<file path="config.mk">
export PLATFORM = sky130hd
export DESIGN_NAME = slip_frame_rx
export DESIGN_NICKNAME = d
export VERILOG_FILES = /design/src/rtl/slip_frame_rx.sv
export SDC_FILE = /design/constraint.sdc
export NUM_CORES = 1
export LEC_CHECK = 0
export CORE_MARGIN = 2
export CORE_UTILIZATION = 64
export DETAILED_ROUTE_END_ITERATION = 7
export PLACE_DENSITY = 0.84
export SETUP_SLACK_MARGIN = 0.5
export SLEW_MARGIN = 20
export SYNTH_ARGS = -nofsm -noshare
export SYNTH_HDL_FRONTEND = slang
export SYNTH_SLANG_ARGS = --single-unit
export TNS_END_PERCENT = 10
</file>
<file path="constraint.sdc">
create_clock -name clk -period 3.8 [get_ports clk]
set_input_delay 0.57 -clock clk [delete_from_list [all_inputs] [get_ports clk]]
set_output_delay 0.57 -clock clk [all_outputs]
set_load 0.03 [all_outputs]
</file>
<file path="src/rtl/slip_frame_rx.sv">
// SLIP frame receiver: decodes a byte stream into a single-frame payload buffer
// that is held for a consumer until acknowledged.
module slip_frame_rx #(
  parameter int MAX_LEN = 8,
  parameter int LEN_W   = 4
) (
  input  logic             clk,
  input  logic             reset,
  input  logic             i_rx_dv,
  input  logic [7:0]       i_rx_byte,
  input  logic             i_frame_ack,
  input  logic [LEN_W-1:0] i_rd_addr,
  output logic [7:0]       o_rd_byte,
  output logic             o_frame_valid,
  output logic [LEN_W-1:0] o_frame_len,
  output logic             o_frame_err,
  output logic             o_drop
);

  localparam logic [2:0] ST_SYNC    = 3'd0;
  localparam logic [2:0] ST_RECV    = 3'd1;
  localparam logic [2:0] ST_ESC     = 3'd2;
  localparam logic [2:0] ST_DISCARD = 3'd3;
  localparam logic [2:0] ST_HOLD    = 3'd4;

  localparam logic [7:0] SLIP_END     = 8'hC0;
  localparam logic [7:0] SLIP_ESC     = 8'hDB;
  localparam logic [7:0] SLIP_ESC_END = 8'hDC;
  localparam logic [7:0] SLIP_ESC_ESC = 8'hDD;

  localparam logic [LEN_W-1:0] MAX_LEN_V = LEN_W'(MAX_LEN);
  localparam int DEPTH = 1 << LEN_W;

  logic [2:0]       state_q, state_d;
  logic [LEN_W-1:0] len_q, len_d;
  logic             valid_q, valid_d;
  logic [LEN_W-1:0] flen_q, flen_d;
  logic             err_q, err_d;
  logic             drop_q, drop_d;
  logic             hold_drop_q, hold_drop_d;
  logic [7:0]       rd_byte_q, rd_byte_d;

  logic             store_req;
  logic [7:0]       store_data;
  logic             wr_en;

  // Sized to the full address range so any i_rd_addr indexes a real entry.
  logic [7:0] buf_mem [DEPTH];

  always_comb begin
    state_d     = state_q;
    len_d       = len_q;
    valid_d     = valid_q;
    flen_d      = flen_q;
    err_d       = 1'b0;
    drop_d      = 1'b0;
    hold_drop_d = hold_drop_q;
    store_req   = 1'b0;
    store_data  = i_rx_byte;
    wr_en       = 1'b0;
    rd_byte_d   = buf_mem[i_rd_addr];

    case (state_q)
      ST_SYNC: begin
        if (i_rx_dv && i_rx_byte == SLIP_END) begin
          state_d = ST_RECV;
          len_d   = '0;
        end
      end
      ST_RECV: begin
        if (i_rx_dv) begin
          if (i_rx_byte == SLIP_END) begin
            if (len_q != '0) begin
              flen_d  = len_q;
              valid_d = 1'b1;
              state_d = ST_HOLD;
            end
          end else if (i_rx_byte == SLIP_ESC) begin
            state_d = ST_ESC;
          end else begin
            store_req = 1'b1;
          end
        end
      end
      ST_ESC: begin
        if (i_rx_dv) begin
          if (i_rx_byte == SLIP_ESC_END) begin
            store_req  = 1'b1;
            store_data = SLIP_END;
          end else if (i_rx_byte == SLIP_ESC_ESC) begin
            store_req  = 1'b1;
            store_data = SLIP_ESC;
          end else if (i_rx_byte == SLIP_END) begin
            err_d   = 1'b1;
            len_d   = '0;
            state_d = ST_RECV;
          end else begin
            err_d   = 1'b1;
            len_d   = '0;
            state_d = ST_DISCARD;
          end
        end
      end
      ST_DISCARD: begin
        if (i_rx_dv && i_rx_byte == SLIP_END) begin
          state_d = ST_RECV;
          len_d   = '0;
        end
      end
      ST_HOLD: begin
        if (i_rx_dv) begin
          drop_d      = 1'b1;
          hold_drop_d = 1'b1;
        end
        // Any byte lost during the hold means we may be mid-frame, so resync.
        if (i_frame_ack) begin
          valid_d     = 1'b0;
          len_d       = '0;
          hold_drop_d = 1'b0;
          state_d     = (hold_drop_q || i_rx_dv) ? ST_SYNC : ST_RECV;
        end
      end
      default: state_d = ST_SYNC;
    endcase

    if (store_req) begin
      if (len_q == MAX_LEN_V) begin
        err_d   = 1'b1;
        len_d   = '0;
        state_d = ST_DISCARD;
      end else begin
        wr_en   = 1'b1;
        len_d   = len_q + 1'b1;
        state_d = ST_RECV;
      end
    end
  end

  always_ff @(posedge clk or negedge reset) begin
    if (!reset) begin
      state_q     <= ST_SYNC;
      len_q       <= '0;
      valid_q     <= 1'b0;
      flen_q      <= '0;
      err_q       <= 1'b0;
      drop_q      <= 1'b0;
      hold_drop_q <= 1'b0;
      rd_byte_q   <= 8'h00;
    end else begin
      state_q     <= state_d;
      len_q       <= len_d;
      valid_q     <= valid_d;
      flen_q      <= flen_d;
      err_q       <= err_d;
      drop_q      <= drop_d;
      hold_drop_q <= hold_drop_d;
      rd_byte_q   <= rd_byte_d;
    end
  end

  always_ff @(posedge clk) begin
    if (wr_en) begin
      buf_mem[len_q] <= store_data;
    end
  end

  assign o_rd_byte     = rd_byte_q;
  assign o_frame_valid = valid_q;
  assign o_frame_len   = flen_q;
  assign o_frame_err   = err_q;
  assign o_drop        = drop_q;

endmodule

</file>
# == Word level (Yosys, flattened, before mapping) ==
# Memory sizes are Yosys's and may differ from the RTL's. A register that Yosys moved wholly into a read port is not among the register bits.
# Index checks and enable logic that the tools add are counted.
# op_classes
n_reduce_logical,14
add_sub_neg,1
n_mux,52
n_eq_ne,21
# op_table
operator,n
"equality test 8 bit, second input constant",4
2-to-1 mux 8 bit,4
2-to-1 mux 3 bit,10
2-to-1 mux 4 bit,7
2-to-1 mux 1 bit,25
"!= test 3 bit, second input constant",5
one-hot mux 3 bit (4 select lines),1
one-hot mux 4 bit (3 select lines),1
"!= test 2 bit, second input constant",4
"!= test 4 bit, second input constant",2
AND reduction 8 bit,1
nonzero test 4 bit,2
"equality test 3 x 2 -> 1 bit, second input constant",2
AND reduction 6 bit,1
AND reduction 5 bit,1
"adder 4 x 1 -> 4 bit, second input constant",1
"equality test 4 bit, second input constant",1
2-to-1 mux 2 bit,2
one-hot mux 1 bit (2 select lines),2
AND reduction 4 bit,1
nonzero test 2 bit,2
"equality test 3 x 1 -> 1 bit, second input constant",1
"equality test 3 bit, second input constant",1
logical NOT 3 bit,1
other kinds (6),6
# totals
output_inout_bits,15
word_cells,96
ram_bits,128
regBits,15
n_memories,1
in_bits,16
# memory_table
memory,words,word_bits,rd,rd_ports_with_merged_regs,write_ports,line,source
buf_mem,16,8,1,1,1,48,logic [7:0] buf_mem [DEPTH];

# == Depth between registers and ports, before layout ==
# depth
depth_word,8
ltp_mapped,7
depth_no_buf,7

# == Worst setup path before layout ==
# Ideal clock, no wire load.
# synth_timing
kind,input to register
from,input port i_rx_byte[7]
to,"memory buf_mem[3][0], enable pin"
n_path_buf,0
stages,5
required_time_ps,3417
arrival_ps,2177
slack_ps,1240
setup_ps,383
path_cell_list,nand4_1 -> or4_4 -> o22ai_4 -> nand2_1 -> nor3_1
# synth_via
elab_chain_cells,8
word_cells_on_any_way,14
cone_classes,eq/ne (4); mux (10)
# synth_lines
element,line,source
from (decl),10,"input logic [7:0] i_rx_byte,"
"equality test 8 bit, on equally long branches","90, 78",
"2-to-1 mux 1 bit, on equally long branches","90, 78",
"2-to-1 mux 1 bit, on equally long branches","87, 72",
"2-to-1 mux 1 bit, on equally long branches","86, 71",
one-hot mux 1 bit (2 select lines) *,63,case (state_q)
2-to-1 mux 1 bit *,126,if (store_req) begin
2-to-1 mux 1 bit *,162,if (wr_en) begin
2-to-1 mux 1 bit (implied by the code) *,163,buf_mem[len_q] <= store_data;
to (decl),48,
# Mark *: on every way between the ends. The rest lies on a longest branch, timed or not.

# == Worst setup path in the final report ==
# layout_timing
from,input port i_rx_byte[3]
to,"memory buf_mem[11][5], enable pin"
# Same word-level chain as after synthesis.

==> impl_metrics.sql <==
INSERT INTO impl_metrics (metric_group, metric, value, unit) VALUES
('timing', 'finalHoldWorstSlack', '0.426', 'ns'),
('drt', 'drc_errors', '0', ''),
('power_and_ir_drop', 'total_power', '3.63', 'mW'),
('power_and_ir_drop', 'power.net_switching', '0.863', 'mW'),
('power_and_ir_drop', 'irDropWorstVdd', '0.334', 'mV'),
('place', 'place_hpwl', '7570', 'um'),
('synth', 'ys.flop_type', 'sky130_fd_sc_hd__edfxtp_1', ''),
('drt', 'detail_route_antenna_nets', '0', ''),
('hold_path', 'worstHoldPathType', 'in2async', ''),
('synth', 'synth.distinct_cells', '51', ''),
('clock_tree', 'post_cts_resized', '0', ''),
('finish', 'layout_commonest_cell', 'sky130_fd_sc_hd__edfxtp_1', ''),
('floorplan', 'floorplan.core_area', '9240', 'sq um'),
('timing', 'post-route-min-period', '2.89', 'ns'),
('clock_tree', 'hold_buffers', '0', ''),
('finish', 'diodes', '0', ''),
('run_status', 'outcome', 'completed', ''),
('grt', 'gr-usage-all-layers', '27.0', '%'),
('place', 'place.port_buffers', '30', ''),
('clock_tree', 'cts_post_setup_buffers_inserted', '0', ''),
('clock_tree', 'clock_sinks', '151', ''),
('power_and_ir_drop', 'power.leakage', '2.45', 'nW'),
('synth', 'synthesis.instances', '324', ''),
('job', 'maxCapViolCount', '0', ''),
('synth', 'synthesis.area', '6120', 'sq um'),
('timing', 'max_freq', '0.346', 'GHz'),
('finish', 'instances_no_fill', '525', ''),
('place', 'preCtsSetupSlack', '0.432', 'ns'),
('critical_path', 'worstPathArrival', '3.04', 'ns'),
('timing', 'post-route-period-util', '76.1', '%'),
('clock_tree', 'cts_inserted_buffers', '17', ''),
('grt', 'first_global_vias', '3276', ''),
('synth', 'total_number_of_yosys_warnings', '0', ''),
('power_and_ir_drop', 'power_frac_clock', '41.4', '%'),
('timing', 'tns', '0', 'ns'),
('floorplan', 'core.rowCount', '35', ''),
('drt', 'first_pass_iters', '5', ''),
('drt', 'totalWireLength', '12600', 'um'),
('timing', 'tightest_slew', '0.718', 'ns'),
('clock_tree', 'path_clk_slew', '0.07', 'ns'),
('timing', 'setup_slack', '0.907', 'ns'),
('grt', 'global_route_congestion_overflow_total', '0', ''),
('finish', 'nets', '403', ''),
('finish', 'final_layout_size_suffix_gt1_share', '26.3', '%'),
('timing', 'finalSetupViolCount', '0', ''),
('synth', 'async_reset_ff_share', '15.2', '%'),
('finish', 'layout.core_utilization', '78.2', '%'),
('synth', 'synth_edf_count', '128', ''),
('power_and_ir_drop', 'fraction_of_power_consumed_by_sequential_logic', '51.0', '%'),
('clock_tree', 'maximum_clock_path_buffer_count', '2', ''),
('power_and_ir_drop', 'p_sw_share', '23.8', '%'),
('critical_path', 'critical_path.max_fanout', '13', ''),
('synth', 'synth.yosys.seq_area_share', '72.3', '%'),
('place', 'dp_cells', '493', ''),
('drt', 'drt-initial-drc-count', '294', ''),
('clock_tree', 'worst_skew_pair.late_latency', '0.52', 'ns'),
('place', 'gp_routability_congestion', '0.867', ''),
('critical_path', 'critPathCaptureType', 'flop', ''),
('timing', 'rsz_0062_raised_after_global_routing', 'no', ''),
('clock_tree', 'cts-htree-levels', '4', ''),
('power_and_ir_drop', 'cellPowerDensity', '503', 'nW/um^2'),
('grt', 'grt_first_pass_wirelength', '19300', 'um'),
('floorplan', 'initial_utilization', '66.2', '%'),
('floorplan', 'die_y', '102', 'um'),
('finish', 'finish.instance_area', '7220', 'sq um'),
('critical_path', 'required', '3.94', 'ns'),
('floorplan', 'chipWidth', '102', 'um'),
('place', 'dpl-instance-area', '6690', 'sq um'),
('drt', 'vias_per_cell', '6.32', ''),
('timing', 'worst_slew_margin_rel', '51.9', '%'),
('grt', 'antenna_found_initial', '0', '');
==> cells in the mapped netlist, types with 4 or more instances <==
| library cell | number |
|---|---|
| sky130_fd_sc_hd__edfxtp_1 | 128 |
| sky130_fd_sc_hd__mux4_2 | 40 |
| sky130_fd_sc_hd__dfrtp_1 | 23 |
| sky130_fd_sc_hd__nor2_1 | 19 |
| sky130_fd_sc_hd__nand2_1 | 16 |
| sky130_fd_sc_hd__clkbuf_1 | 8 |
| sky130_fd_sc_hd__inv_1 | 7 |
| sky130_fd_sc_hd__buf_1 | 5 |
| sky130_fd_sc_hd__o21ai_0 | 5 |
| sky130_fd_sc_hd__a21oi_1 | 4 |
| sky130_fd_sc_hd__buf_2 | 4 |
| sky130_fd_sc_hd__ha_1 | 4 |
| sky130_fd_sc_hd__nand2b_1 | 4 |
| sky130_fd_sc_hd__nor3_1 | 4 |
| sky130_fd_sc_hd__o211ai_1 | 4 |
==> area by class of cell <==
type,instances,area (sq um)
Sequential cell,151,4420
Tap cell,129,161
Clock inverter,15,123
Clock buffer,17,414
Fill cell,488,2020
Inverter,7,26.3
Timing Repair Buffer,52,473
Multi-Input combinational cell,154,1610
==> routing by layer <==
metal,global-route usage [%],share of wire (%),vias up
met2,42.1,51,160
met4,9.25,1.8,0
met5,0,0,-
met3,6.14,6.5,26
met1,38.7,41,1718
li1,-,-,1416
==> sequential cells by signal, summed over array words and instances (netlist names) <==
name / cells
buf_mem: 128
hold_drop_q: 1
len_q: 4
o_drop: 1
o_frame_err: 1
o_frame_len: 4
o_frame_valid: 1
o_rd_byte: 8
state_q: 3
==> power groups by stage <==
| stage | registers [mW] | clock network (mW) | logic, mW |
|---|---|---|---|
| floorplan | 1.90 | 0 | 0.157 |
| global placement | 1.88 | 0 | 0.265 |
| detailed placement | 1.88 | 0 | 0.273 |
| CTS | 1.85 | 1.53 | 0.276 |
| global route | 1.85 | 1.60 | 0.297 |
| finish | 1.85 | 1.51 | 0.276 |
==> worst max-delay path, cell delays in order <==
cell and delay [ns]:
sky130_fd_sc_hd__clkdlybuf4s50_1 0.56, sky130_fd_sc_hd__nand4_1 0.16, sky130_fd_sc_hd__or4_4 0.58, sky130_fd_sc_hd__o22ai_4 0.39, sky130_fd_sc_hd__nand2_1 0.20, sky130_fd_sc_hd__nor2_1 0.57
==> cells by family after synthesis <==
group,Yosys count,synth area share (%)
buf+inv,26,1.92
flops,151,72.3
mux,41,14.9
compound gates,31,3.66
fa+ha+maj,4,0.818
other cells,1,0.0613
simple gates,70,6.36
==> final timing paths <==
path / start / to / slack, ns / cells after the start
min in group clk: o_frame_len[2]$_DFFE_PN0P_ / o_frame_len[2]$_DFFE_PN0P_ / 0.49 / 2
max: i_rx_byte[3] / buf_mem[11][5]$_DFFE_PP_ / 0.91 / 6
max in group asynchronous: reset / len_q[1]$_DFFE_PN0P_ / 3.12 / 2
max reg2reg: state_q[0]$_DFFE_PN0P_ / buf_mem[11][5]$_DFFE_PP_ / 1.08 / 5
min: reset / o_rd_byte[0]$_DFF_PN0_ / 0.43 / 2
min reg2reg: o_frame_len[2]$_DFFE_PN0P_ / o_frame_len[2]$_DFFE_PN0P_ / 0.49 / 2
No activity file was read; power rests on OpenSTA's default activity.
==> RTL change 1, RTL diff (same flow settings) <==
The parameter `MAX_LEN` goes from 8 to 6.
--- a/src/rtl/slip_frame_rx.sv
+++ b/src/rtl/slip_frame_rx.sv
@@ -1,7 +1,7 @@
 // SLIP frame receiver: decodes a byte stream into a single-frame payload buffer
 // that is held for a consumer until acknowledged.
 module slip_frame_rx #(
-  parameter int MAX_LEN = 8,
+  parameter int MAX_LEN = 6,
   parameter int LEN_W   = 4
 ) (
   input  logic             clk,
Check against the original RTL: not equivalent (Yosys sat finds a counterexample within 10 cycles, from zero or initial values and one cycle with reset low).
==> RTL change 1 against the unedited design <==
Design area down 0.50%. Global-route usage down 0.35 points. Area after synthesis down 0.57%. Cell count down 3.8%. Sequential cell count unchanged. Combinational power down 15%. Register-to-register slack better by 0.22 ns. Via count down 5.2%. Setup slack better by 0.22 ns. Largest cell class unchanged. Wire length down 2.7%. Critical path depth up 1. Total power up 5.8%. Highest routed layer unchanged. Critical path type unchanged.
==> RTL change 1: results (changes against the unedited design) <==
stage	metric	value	unit	change
critical_path	cell type of the slowest stage on the worst timing path	sky130_fd_sc_hd__nor2_1		was sky130_fd_sc_hd__or4_4
synthesis	Synth cell types	45		was 51
critical_path	Crit path arrival time	2.81	ns	was 3.04 ns
routing	routed wire length per instance	24.37	um	was 24.08 um
power	sequential cell fraction of total power	48.1	%	was 51.0%
synthesis	largest cells by area after synthesis	sky130_fd_sc_hd__edfxtp_1 (63%), sky130_fd_sc_hd__mux4_2 (15%), sky130_fd_sc_hd__dfrtp_1 (9.5%), sky130_fd_sc_hd__mux2_4 (0.99%), sky130_fd_sc_hd__nor2_1 (0.93%)		was sky130_fd_sc_hd__edfxtp_1 (63%), sky130_fd_sc_hd__mux4_2 (15%), sky130_fd_sc_hd__dfrtp_1 (9.4%), sky130_fd_sc_hd__nor2_1 (1.2%), sky130_fd_sc_hd__nand2_1 (0.98%)
synthesis	fraction of the yosys area taken by sequential cells	72.67	%	was 72.26%
status	status	completed		unchanged
global_routing	gr usage total	26.68	%	was 27.03%
cells_and_area	Finished Layout Cells	505		was 525
timing	Max transition margin	45.15	%	was 51.93%
cells_and_area	share of final layout cell area taken by clock buffers and inverters	8.706	%	was 7.432%
global_routing	global-route wire length before repair	19060	um	was 19,270 um
critical_path	Max FO, Critical Path	18		was 13
power	switching share of power	21.22	%	was 23.75%
place	Final GP Congestion	0.8242		was 0.8673
cells_and_area	Total Nets Final	379		was 403
cells_and_area	number of signal-net inverters in the final layout	3		was 7
power	power density over cell area	534.9	nW/um^2	was 503.0 nW/um^2
power	Clk network pwr share	45.8	%	was 41.4%
global_routing	vias in the first global route	3208		was 3,276
cells_and_area	count of clock buffers in the final design	19		was 17
critical_path	Slowest Stage Delay on Critical Path	0.66	ns	was 0.58 ns
synthesis	Syn Area/Cell	19.62	sq um	was 18.88 sq um
cells_and_area	fraction of area in multi-input gates	21.23	%	was 22.23%
place	HPWL after detailed placement	7310	um	was 7572 um
cells_and_area	Filler cells	467		was 488
power	highest ir drop seen on vdd	0.3523	mV	was 0.3338 mV
cells_and_area	fraction of layout cells with a size suffix above 1	26.86	%	was 26.26%
routing	count of routing violations after the opening detailed-route iteration	280		was 294
floorplan	overall die width	101.5	um	was 101.8 um
power	Lkg Pwr	2.471	nW	was 2.445 nW
synthesis	top cells by instance count after synthesis	sky130_fd_sc_hd__edfxtp_1 (128), sky130_fd_sc_hd__mux4_2 (40), sky130_fd_sc_hd__dfrtp_1 (23)		unchanged
place	total instance count after detailed placement	473		was 493
place	DP Worst Slack	0.6933	ns	was 0.4325 ns
RTL change 1: cell types whose count changed after synthesis, sizes merged, moves of 4 or more:
cell / delta
o211ai: -4
nor2: -4
inv: -4
ha: -4
nand2: -8
RTL change 1: cell families after synthesis:
group	synth area share, %
buf+inv	2.675
simple gates	5.761
other cells	0.06167
flops	72.67
mux	15.80
compound gates	3.025
RTL change 1: final timing paths:
path | from | end | slack, ns
setup / recovery | i_rx_byte[5] | buf_mem[13][5] | 1.13
hold / removal | reset | o_rd_byte[4] | 0.42
setup reg to reg | state_q[2] | buf_mem[13][5] | 1.30
hold reg to reg | o_frame_len[0] | o_frame_len[0] | 0.51
max in group asynchronous | reset | o_frame_len[0] | 3.13
min in group clk | o_frame_len[0] | o_frame_len[0] | 0.51
RTL change 1: routing by layer:
metal	routed length, um	vias to the layer above	global-route usage (%)
met5	0	-	0
met4	249	0	8.524
met3	599	21	5.866
met2	6437	146	44.12
met1	5019	1641	36.25
li1	-	1341	-
==> RTL change 2, RTL diff (config.mk and constraints unchanged) <==
Made on the original files. Put one more register stage on the output `o_frame_err`, with the module's reset. The value now appears one clock later. The other outputs are not delayed to match.
--- a/src/rtl/slip_frame_rx.sv
+++ b/src/rtl/slip_frame_rx.sv
@@ -167,7 +167,13 @@
   assign o_rd_byte     = rd_byte_q;
   assign o_frame_valid = valid_q;
   assign o_frame_len   = flen_q;
-  assign o_frame_err   = err_q;
+  always_ff @(posedge clk or negedge reset) begin
+    if (!reset) begin
+      o_frame_err <= '0;
+    end else begin
+      o_frame_err <= err_q;
+    end
+  end
   assign o_drop        = drop_q;
 
 endmodule
Check against the original RTL: not equivalent (Yosys sat finds a counterexample within 4 cycles, from zero or initial values and one cycle with reset low).
==> RTL change 2 against the unedited design <==
Area after synthesis is 0.78% higher. Sequential power is 9% higher. Largest power group unchanged. Clock power is 5% higher. Design area is 0.80% higher. Largest cell class unchanged. Setup slack better by 0.024 ns. Wire length is 10% higher. Total power is 14% higher. Sequential cell count is 1 higher. Critical path type unchanged.
==> RTL change 2: results (changes against the unedited design) <==
stage	metric	value	unit	change
status	status	completed		unchanged
worst_hold_path	hold depth	0		
global_routing	global-route wire length before repair	21090	um	was 19,270 um
place	Final GP Congestion	0.8436		was 0.8673
cts	maximum clock path buffer count	2		unchanged
place	DP Worst Slack	0.5915	ns	was 0.4325 ns
synthesis	Synth cell types	46		was 51
synthesis	Syn Inst Count	318		was 324
power	Lkg Pwr	2.521	nW	was 2.445 nW
critical_path	Worst Reg-to-Reg Cells	6		was 5
cts	depth of the CTS H-tree	4		unchanged
routing	count of routing violations after the opening detailed-route iteration	404		was 294
critical_path	Crit path arrival time	3.12	ns	was 3.04 ns
cts	Inserted Clock Buffers	17		unchanged
critical_path	Max FO, Critical Path	18		was 13
timing	Least-Margin Pin Slew	0.7482	ns	was 0.7184 ns
synthesis	top cells by instance count after synthesis	sky130_fd_sc_hd__edfxtp_1 (128), sky130_fd_sc_hd__mux4_2 (34), sky130_fd_sc_hd__dfrtp_1 (24)		was sky130_fd_sc_hd__edfxtp_1 (128), sky130_fd_sc_hd__mux4_2 (40), sky130_fd_sc_hd__dfrtp_1 (23)
synthesis	fraction of registers with async set/reset	15.79	%	was 15.23%
place	total instance count after detailed placement	488		was 493
critical_path	reg2reg start	state_q[1]		was state_q[0]
cells_and_area	Total Nets Final	398		was 403
critical_path	setup slack of the most critical reg-to-reg path	1.12	ns	was 1.08 ns
place	HPWL after detailed placement	7781	um	was 7572 um
power	highest ir drop seen on vdd	0.3932	mV	was 0.3338 mV
cts	count of cells resized by post-cts repair	0		unchanged
cells_and_area	Filler cells	491		was 488
worst_hold_path	type of the worst min-delay path	flop to flop		was input pin to asynchronous set/reset pin
routing	total wire length after detailed routing	13920	um	was 12,640 um
routing	detailed-route via count	3372		was 3,320
cells_and_area	fraction of layout cells with a size suffix above 1	24.81	%	was 26.26%
cts	source-to-sink clock delay at the later pin of the worst-skew pair	0.54	ns	was 0.52 ns
cells_and_area	Finished Layout Cells	520		was 525
critical_path	capturing point of the worst reg2reg path	buf_mem[1][4]		was buf_mem[11][5]
timing	final setup skew	0.007350	ns	was 0.01224 ns
synthesis	largest cells by area after synthesis	sky130_fd_sc_hd__edfxtp_1 (62%), sky130_fd_sc_hd__mux4_2 (12%), sky130_fd_sc_hd__dfrtp_1 (9.7%), sky130_fd_sc_hd__mux4_1 (2.6%), sky130_fd_sc_hd__buf_6 (0.91%)		was sky130_fd_sc_hd__edfxtp_1 (63%), sky130_fd_sc_hd__mux4_2 (15%), sky130_fd_sc_hd__dfrtp_1 (9.4%), sky130_fd_sc_hd__nor2_1 (1.2%), sky130_fd_sc_hd__nand2_1 (0.98%)
timing	worst hold slack across all endpoints	0.3940	ns	was 0.4258 ns
global_routing	gr usage total	29.89	%	was 27.03%
synthesis	fraction of the yosys area taken by sequential cells	72.11	%	was 72.26%
==> RTL change 2: changes by cell type after synthesis, sizes merged, moves of 4 or more <==
cell / before / now
nor2: 19 / 11
nand2: 18 / 11
nand3: 3 / 7
nor2b: 2 / 6
o211ai: 4 / 0
==> RTL change 2: layer usage <==
metal	vias to the layer above	GRT usage, %	part of all wire [%]
li1	1417	-	-
met3	41	7.114	9.0
met4	0	13.64	3.6
met2	219	46.56	50
met1	1695	41.08	37
met5	-	0	0
==> RTL change 2: worst max path at each step <==
stage | slack, ns | cells past startpoint | startpoint | to
after floorplan | 1.30 | 6 | i_rx_byte[5] | buf_mem[11][0]
after global placement | 0.74 | 7 | i_rx_byte[0] | buf_mem[3][1]
after detailed placement | 0.59 | 7 | i_rx_byte[0] | buf_mem[1][1]
after CTS | 0.98 | 8 | i_rx_byte[7] | buf_mem[1][7]
after global routing | 0.82 | 8 | i_rx_byte[6] | buf_mem[1][7]
final | 0.93 | 8 | i_rx_byte[7] | buf_mem[1][4]
==> RTL change 2: stage by stage <==
stage / utilization, % / instance area, sq um
3_5_place_dp: 72.39 / 6720
4_1_cts: 78.41 / 7279
5_1_grt: 78.41 / 7279
3_3_place_gp: 72.39 / 6720
2_1_floorplan: - / 6190
6_report: 78.41 / 7279
==> RTL change 2: worst max-delay path, stage by stage <==
cell and delay [ns]:
sky130_fd_sc_hd__clkdlybuf4s50_1 0.47, sky130_fd_sc_hd__buf_4 0.23, sky130_fd_sc_hd__nand3b_1 0.22, sky130_fd_sc_hd__nor4_2 0.49, sky130_fd_sc_hd__a31o_1 0.38, sky130_fd_sc_hd__nand2_1 0.22
sky130_fd_sc_hd__nor3_1 0.27, sky130_fd_sc_hd__buf_4 0.25
==> RTL change 2: kinds of logic after synthesis <==
group | count (synthesis) | synth area share, %
AOI/OAI and AO/OA | 29 | 3.390
and+or+nand+nor | 63 | 5.887
other | 1 | 0.06084
muxes | 43 | 15.53
DFF | 152 | 72.11
buffers and inverters | 26 | 2.213
adders and majority gates | 4 | 0.8121
==> RTL change 2: cell type report <==
type / count / area share [%]
tap: 129 / 2.217
clock buffer: 17 / 5.689
sequential: 152 / 61.05
timing repair buffer: 54 / 6.531
multi-input combinational: 147 / 22.21
clock inverter: 15 / 1.994
inverter: 6 / 0.3094
==> RTL change 2: power by group <==
group / internal, mW / switching, mW / total (mW)
sequential: 1.92 / 0.0980 / 2.02
combinational: 0.227 / 0.321 / 0.548
clock: 0.883 / 0.701 / 1.58
total: 3.03 / 1.12 / 4.15
